===== config.mk =====
export PLATFORM = sky130hd
export DESIGN_NAME = alu_mc
export DESIGN_NICKNAME = d
export VERILOG_FILES = /design/src/rtl/alu_mc_pkg.sv /design/src/rtl/alu_mc_mul.sv /design/src/rtl/alu_mc.sv
export SDC_FILE = /design/constraint.sdc
export NUM_CORES = 1
export LEC_CHECK = 0
export CORE_ASPECT_RATIO = 1.25
export CORE_MARGIN = 3
export CORE_UTILIZATION = 50
export CTS_CLUSTER_DIAMETER = 30
export DETAILED_ROUTE_END_ITERATION = 8
export PLACE_DENSITY = 0.89
export REMOVE_ABC_BUFFERS = 1
export SLEW_MARGIN = 25
export SYNTH_ARGS = -nofsm -noshare
export SYNTH_HDL_FRONTEND = slang
export SYNTH_SLANG_ARGS = --single-unit

===== constraint.sdc =====
create_clock -name clk -period 5.6 [get_ports clk]
set_input_delay 1.12 -clock clk [delete_from_list [all_inputs] [get_ports clk]]
set_output_delay 1.12 -clock clk [all_outputs]
set_load 0.02 [all_outputs]

===== src/rtl/alu_mc_pkg.sv =====
// Shared op-codes, FSM state encoding and op decode helper for alu_mc.
// MUL support is compiled in only when ALU_MC_MUL_EN is defined.
package alu_mc_pkg;

    localparam logic [2:0] OP_AND = 3'b000;
    localparam logic [2:0] OP_OR  = 3'b001;
    localparam logic [2:0] OP_ADD = 3'b010;
    localparam logic [2:0] OP_MUL = 3'b011;
    localparam logic [2:0] OP_NOR = 3'b100;
    localparam logic [2:0] OP_SUB = 3'b110;
    localparam logic [2:0] OP_SLT = 3'b111;

    typedef logic [1:0] state_t;
    localparam state_t ST_IDLE = 2'd0;
    localparam state_t ST_MUL  = 2'd1;
    localparam state_t ST_HOLD = 2'd2;

    // SUB and SLT both run the adder as A + ~B + 1
    function automatic logic op_is_sub(input logic [2:0] op);
        return (op == OP_SUB) || (op == OP_SLT);
    endfunction

endpackage


===== src/rtl/alu_mc_mul.sv =====
// Iterative unsigned shift-add multiplier: one multiplier bit per cycle,
// WIDTH iterations after start; done flags the final iteration cycle.
module alu_mc_mul #(
    parameter int WIDTH = 32,
    parameter int CNT_W = 5
) (
    input  logic             clk,
    input  logic             rst,
    input  logic             start,
    input  logic [WIDTH-1:0] a,
    input  logic [WIDTH-1:0] b,
    output logic             done,
    output logic [WIDTH-1:0] product
);

    logic [WIDTH-1:0] a_sh;
    logic [WIDTH-1:0] b_sh;
    logic [WIDTH-1:0] acc;
    logic [CNT_W-1:0] cnt;
    logic             busy;

    // acc holds the full low-WIDTH product on the cycle after done
    assign done    = busy && (cnt == CNT_W'(WIDTH - 1));
    assign product = acc;

    always_ff @(posedge clk) begin
        if (rst) begin
            a_sh <= '0;
            b_sh <= '0;
            acc  <= '0;
            cnt  <= '0;
            busy <= 1'b0;
        end else if (start) begin
            a_sh <= a;
            b_sh <= b;
            acc  <= '0;
            cnt  <= '0;
            busy <= 1'b1;
        end else if (busy) begin
            if (b_sh[0])
                acc <= acc + a_sh;
            a_sh <= a_sh << 1;
            b_sh <= b_sh >> 1;
            cnt  <= cnt + 1'b1;
            if (done)
                busy <= 1'b0;
        end
    end

endmodule


===== src/rtl/alu_mc.sv =====
// Multi-cycle ALU with valid/ready handshakes; single-cycle logic/arith ops
// and, when ALU_MC_MUL_EN is defined, an iterative MUL (IDLE->MUL->HOLD).
module alu_mc
    import alu_mc_pkg::*;
#(
    parameter int WIDTH           = 32,
    parameter int MUL_CYCLES_LOG2 = 5
) (
    input  logic             clk,
    input  logic             rst,
    input  logic             in_valid,
    output logic             in_ready,
    input  logic [WIDTH-1:0] dataA,
    input  logic [WIDTH-1:0] dataB,
    input  logic [2:0]       op,
    output logic             out_valid,
    input  logic             out_ready,
    output logic [WIDTH-1:0] dataOut,
    output logic             zero,
    output logic             overflow,
    output logic             cout,
    output logic             bad_op
);

    if (WIDTH < 4 || (2 ** MUL_CYCLES_LOG2) < WIDTH) begin : g_cfg_chk
        $error("alu_mc: WIDTH must be >= 4 and 2**MUL_CYCLES_LOG2 >= WIDTH");
    end

    state_t state, state_nxt;
    logic   accept, take, mul_op;

    assign in_ready = (state == ST_IDLE) && (!out_valid || out_ready);
    assign accept   = in_valid && in_ready;
    assign take     = out_valid && out_ready;

    logic             sub_mode, carry, ovf;
    logic [WIDTH-1:0] b_eff, sum;

    assign sub_mode     = op_is_sub(op);
    assign b_eff        = sub_mode ? ~dataB : dataB;
    assign {carry, sum} = {1'b0, dataA} + {1'b0, b_eff} + {{WIDTH{1'b0}}, sub_mode};
    assign ovf          = (dataA[WIDTH-1] == b_eff[WIDTH-1]) && (sum[WIDTH-1] != dataA[WIDTH-1]);

    logic [WIDTH-1:0] res_d;
    logic             res_ovf, res_co, res_bad;

    always_comb begin
        res_d   = '0;
        res_ovf = 1'b0;
        res_co  = 1'b0;
        res_bad = 1'b0;
        case (op)
            OP_AND: res_d = dataA & dataB;
            OP_OR:  res_d = dataA | dataB;
            OP_NOR: res_d = ~(dataA | dataB);
            OP_ADD, OP_SUB: begin
                res_d   = sum;
                res_ovf = ovf;
                res_co  = carry;
            end
            OP_SLT: res_d = {{(WIDTH-1){1'b0}}, sum[WIDTH-1] ^ ovf};
`ifdef ALU_MC_MUL_EN
            OP_MUL: res_d = '0;
`endif
            default: res_bad = 1'b1;
        endcase
    end

`ifdef ALU_MC_MUL_EN
    logic             mul_done;
    logic [WIDTH-1:0] mul_product;

    assign mul_op = (op == OP_MUL);

    alu_mc_mul #(
        .WIDTH (WIDTH),
        .CNT_W (MUL_CYCLES_LOG2)
    ) u_mul (
        .clk     (clk),
        .rst     (rst),
        .start   (accept && mul_op),
        .a       (dataA),
        .b       (dataB),
        .done    (mul_done),
        .product (mul_product)
    );

    always_comb begin
        state_nxt = state;
        case (state)
            ST_IDLE: if (accept && mul_op) state_nxt = ST_MUL;
            ST_MUL:  if (mul_done) state_nxt = ST_HOLD;
            ST_HOLD: if (!out_valid || out_ready) state_nxt = ST_IDLE;
            default: state_nxt = ST_IDLE;
        endcase
    end
`else
    assign mul_op = 1'b0;

    always_comb begin
        state_nxt = ST_IDLE;
    end
`endif

    assign zero = (dataOut == '0);

    always_ff @(posedge clk) begin
        if (rst) begin
            state     <= ST_IDLE;
            out_valid <= 1'b0;
            dataOut   <= '0;
            overflow  <= 1'b0;
            cout      <= 1'b0;
            bad_op    <= 1'b0;
        end else begin
            state <= state_nxt;
            if (accept && !mul_op) begin
                out_valid <= 1'b1;
                dataOut   <= res_d;
                overflow  <= res_ovf;
                cout      <= res_co;
                bad_op    <= res_bad;
            end
`ifdef ALU_MC_MUL_EN
            else if (state == ST_HOLD && (!out_valid || out_ready)) begin
                out_valid <= 1'b1;
                dataOut   <= mul_product;
                overflow  <= 1'b0;
                cout      <= 1'b0;
                bad_op    <= 1'b0;
            end
`endif
            else if (take) begin
                out_valid <= 1'b0;
            end
        end
    end

endmodule


==> results.toml <==
[detailed_routing]
drtAntennaViolNets = 0
viasPerCell = 6.58
drt_iter0_drc = 456
dr.pass1.iters = 5
num_vias = 5349
finalWirelength_um = 15200
drc = 0
avgRoutedWirePerCell_um = 18.7

[placement]
portBuffers = 108
place_area_um2 = 5600
dpl_worst_slack_ns = 0.693
place_hpwl_um = 11400
gp_congestion = 0.965
dp.cells = 805

[worst_hold_path]
hold_path_depth = 2
hp-class = "reg -> reg"

[timing]
tightestPinTransition_ns = 0.766
max_freq_mhz = 216
fin_skew_ns = 0.00852
hold_viol = 0
finalCritPeriodShare_pct = 82.7
tns_ns = 0
finalSetupViolCount = 0
maxSlewHeadroom_pct = 49.0
setup_ws_ns = 0.970
rsz0062_at_grt = "false"
maxSlewViolCount = 0
period_minus_slack_ns = 4.63

[synthesis]
synth_ff_type = "dfxtp_1"
synth_commonest_cells = "68 x a21oi_1, 50 x nor2_1, 46 x xnor2_1, 42 x nand2_1, 39 x o21ai_0"
syn_avg_cell_area_um2 = 7.35
yosysMostFrequentCell = "a21oi_1"
synth_edf_count = 0
synth_area_um2 = 4400
synth_seq_cells = 36
syn_inst = 599
synth_cell_type_count = 62
ys_warn_count = 0
yosys-top-cells-area = "dfxtp_1 16%, ha_1 9.7%, xnor2_1 9.2%, a21oi_1 7.7%, o21ai_0 4.4%"
yosysTopAreaCellShare_pct = 16.4
yosysTopAreaCell = "dfxtp_1"
seq_area_frac_synth_pct = 16.4
async_flop_share_pct = 0

[setup_path]
end_kind = "flop"
required_ns = 5.83
start_kind = "primary input"
cp.arrival_ns = 4.86
path_common_cell = "o211ai_1"
path_cells = "clkdlybuf4s50_1 > nand2_1 > buf_4 > o21ai_0 > fa_1 > a211oi_1 > o211ai_1 > a21boi_1 > nor3_1 > o21ai_1 > a21oi_1 > or4_1 > o211ai_1"
crit_type = "in -> reg"
crit_slowest_cell = "or4_1"
cpPeakStageDelay_ns = 0.53
ff2ff_path_depth = 9
cp_max_fo = 12

[clocking]
cts_max_path_buffers = 2
clk_latency_ns = 0.30
ctsRootBufferMaster = "clkbuf_8"
hold_buffers = 0
numCtsBuffers = 5
cts_resized = 0
clock_sinks = 36
path_clk_slew_ns = 0.08
cts_setup_buffers = 0
cts_tree = "built"
h-tree-depth = 2

[global_route]
top_usage_layer = "met2"
grt_pass1_wl_um = 24600
gr-usage-met3_pct = 4.96
grt_overflow = 0
grt.met2_usage_pct = 52.5
antenna_found_initial = 0
track_usage_pct = 29.3
grt_pass1_vias = 5253
grt_max_degree = 38
use_met1_pct = 32.6

[finish]
multi_input_area_um2 = 3510
drive_gt1_share_pct = 4.89
layout.nets = 801
seqCellArea_um2 = 721
num-fill-cells = 755
fin_util_pct = 67.9
fin_cells = 813
final_area_um2 = 5690
syn_to_final_growth_pct = 29.3
antennaDiodeCount = 0

[run_status]
status = "complete, no violations"

[power]
ir_drop_uv = 105
p_int_uw = 653
power.density_nw_per_um2 = 198
swShare_pct = 42.1
p_switching_uw = 476
p_comb_share_pct = 56.4
pwr-share-clk_pct = 18.2
pwr-share-seq_pct = 25.4
leakage_nw = 2.10

[run]
maxCapViolations = 0

[die]
fp-row-count = 37
core-area_um2 = 8380
die_y_um = 111
dieArea_um2 = 9980
die_w_um = 89.9
initial_core_util_pct = 52.5
io_pins = 109
cells in the final DEF (no fill, tap or decap), types with 17 or more instances in the layout:
| cell | instances |
|---|---|
| xnor2_1 | 46 |
| a21oi_1 | 68 |
| nor3_1 | 22 |
| o21a_1 | 23 |
| o32ai_1 | 17 |
| nor2_1 | 50 |
| clkdlybuf4s50_1 | 108 |
| o21ai_0 | 39 |
| a22oi_1 | 18 |
| nand2_1 | 42 |
| ha_1 | 34 |
| dfxtp_1 | 36 |
cell type report:
class | count | share of cell area, %
clock buffer | 6 | 1.45
tap | 117 | 2.57
clock inverter | 2 | 0.176
inverter | 12 | 0.791
multi-input combinational | 519 | 61.6
sequential | 36 | 12.7
timing repair buffer | 121 | 20.7
stage by stage:
stage | hold WS [ns] | total power, mW
2_1_floorplan | 0.556 | 0.689
3_3_place_gp | 0.487 | 0.899
3_5_place_dp | 0.487 | 0.911
4_1_cts | 0.503 | 1.12
5_1_grt | 0.517 | 1.19
6_report | 0.501 | 1.13
power groups by stage:
stage	combinational (mW)	sequential [mW]	clock, mW
2_1_floorplan	0.381	0.308	0
3_3_place_gp	0.608	0.291	0
3_5_place_dp	0.619	0.292	0
4_1_cts	0.624	0.286	0.210
5_1_grt	0.688	0.288	0.219
6_report	0.636	0.287	0.206
state kept, by name, summed over array words and instances (netlist names):
signal / cells
bad_op: 1
overflow: 1
dataOut: 32
cout: 1
out_valid: 1
critical path: cells and delay by family:
| kind | cells | cell delay [ns] |
|---|---|---|
| AO/OA/AOI/OAI | 7 | 1.36 |
| adder cells (fa/ha/maj) | 1 | 0.43 |
| buffers and inverters | 2 | 0.76 |
| AND/OR/NAND/NOR | 3 | 1.17 |
kinds of logic after synthesis:
family	synth area share [%]
fa+ha+maj	10.1
simple gates	18.6
mux	0.227
compound gates	40.0
buf+inv	3.95
xor+xnor	10.7
flops	16.4
layer usage:
| layer | wire [µm] | vias up | part of all wire (%) |
|---|---|---|---|
| li1 | - | 2496 | - |
| met1 | 5700 | 2484 | 37 |
| met2 | 7590 | 296 | 50 |
| met3 | 1300 | 73 | 8.5 |
| met4 | 618 | 0 | 4.1 |
| met5 | 0 | - | 0 |
final timing paths:
check                                                end                   start  slack [ns]
worst max-delay path            dataOut[30]$_SDFFE_PP0P_                   op[2]        0.97
worst max register to register  dataOut[22]$_SDFFE_PP0P_  out_valid$_SDFFE_PP0P_        3.59
worst min-delay path                   cout$_SDFFE_PP0P_       cout$_SDFFE_PP0P_        0.50
worst min register to register         cout$_SDFFE_PP0P_       cout$_SDFFE_PP0P_        0.50
Power figures use the tool's default switching activity.
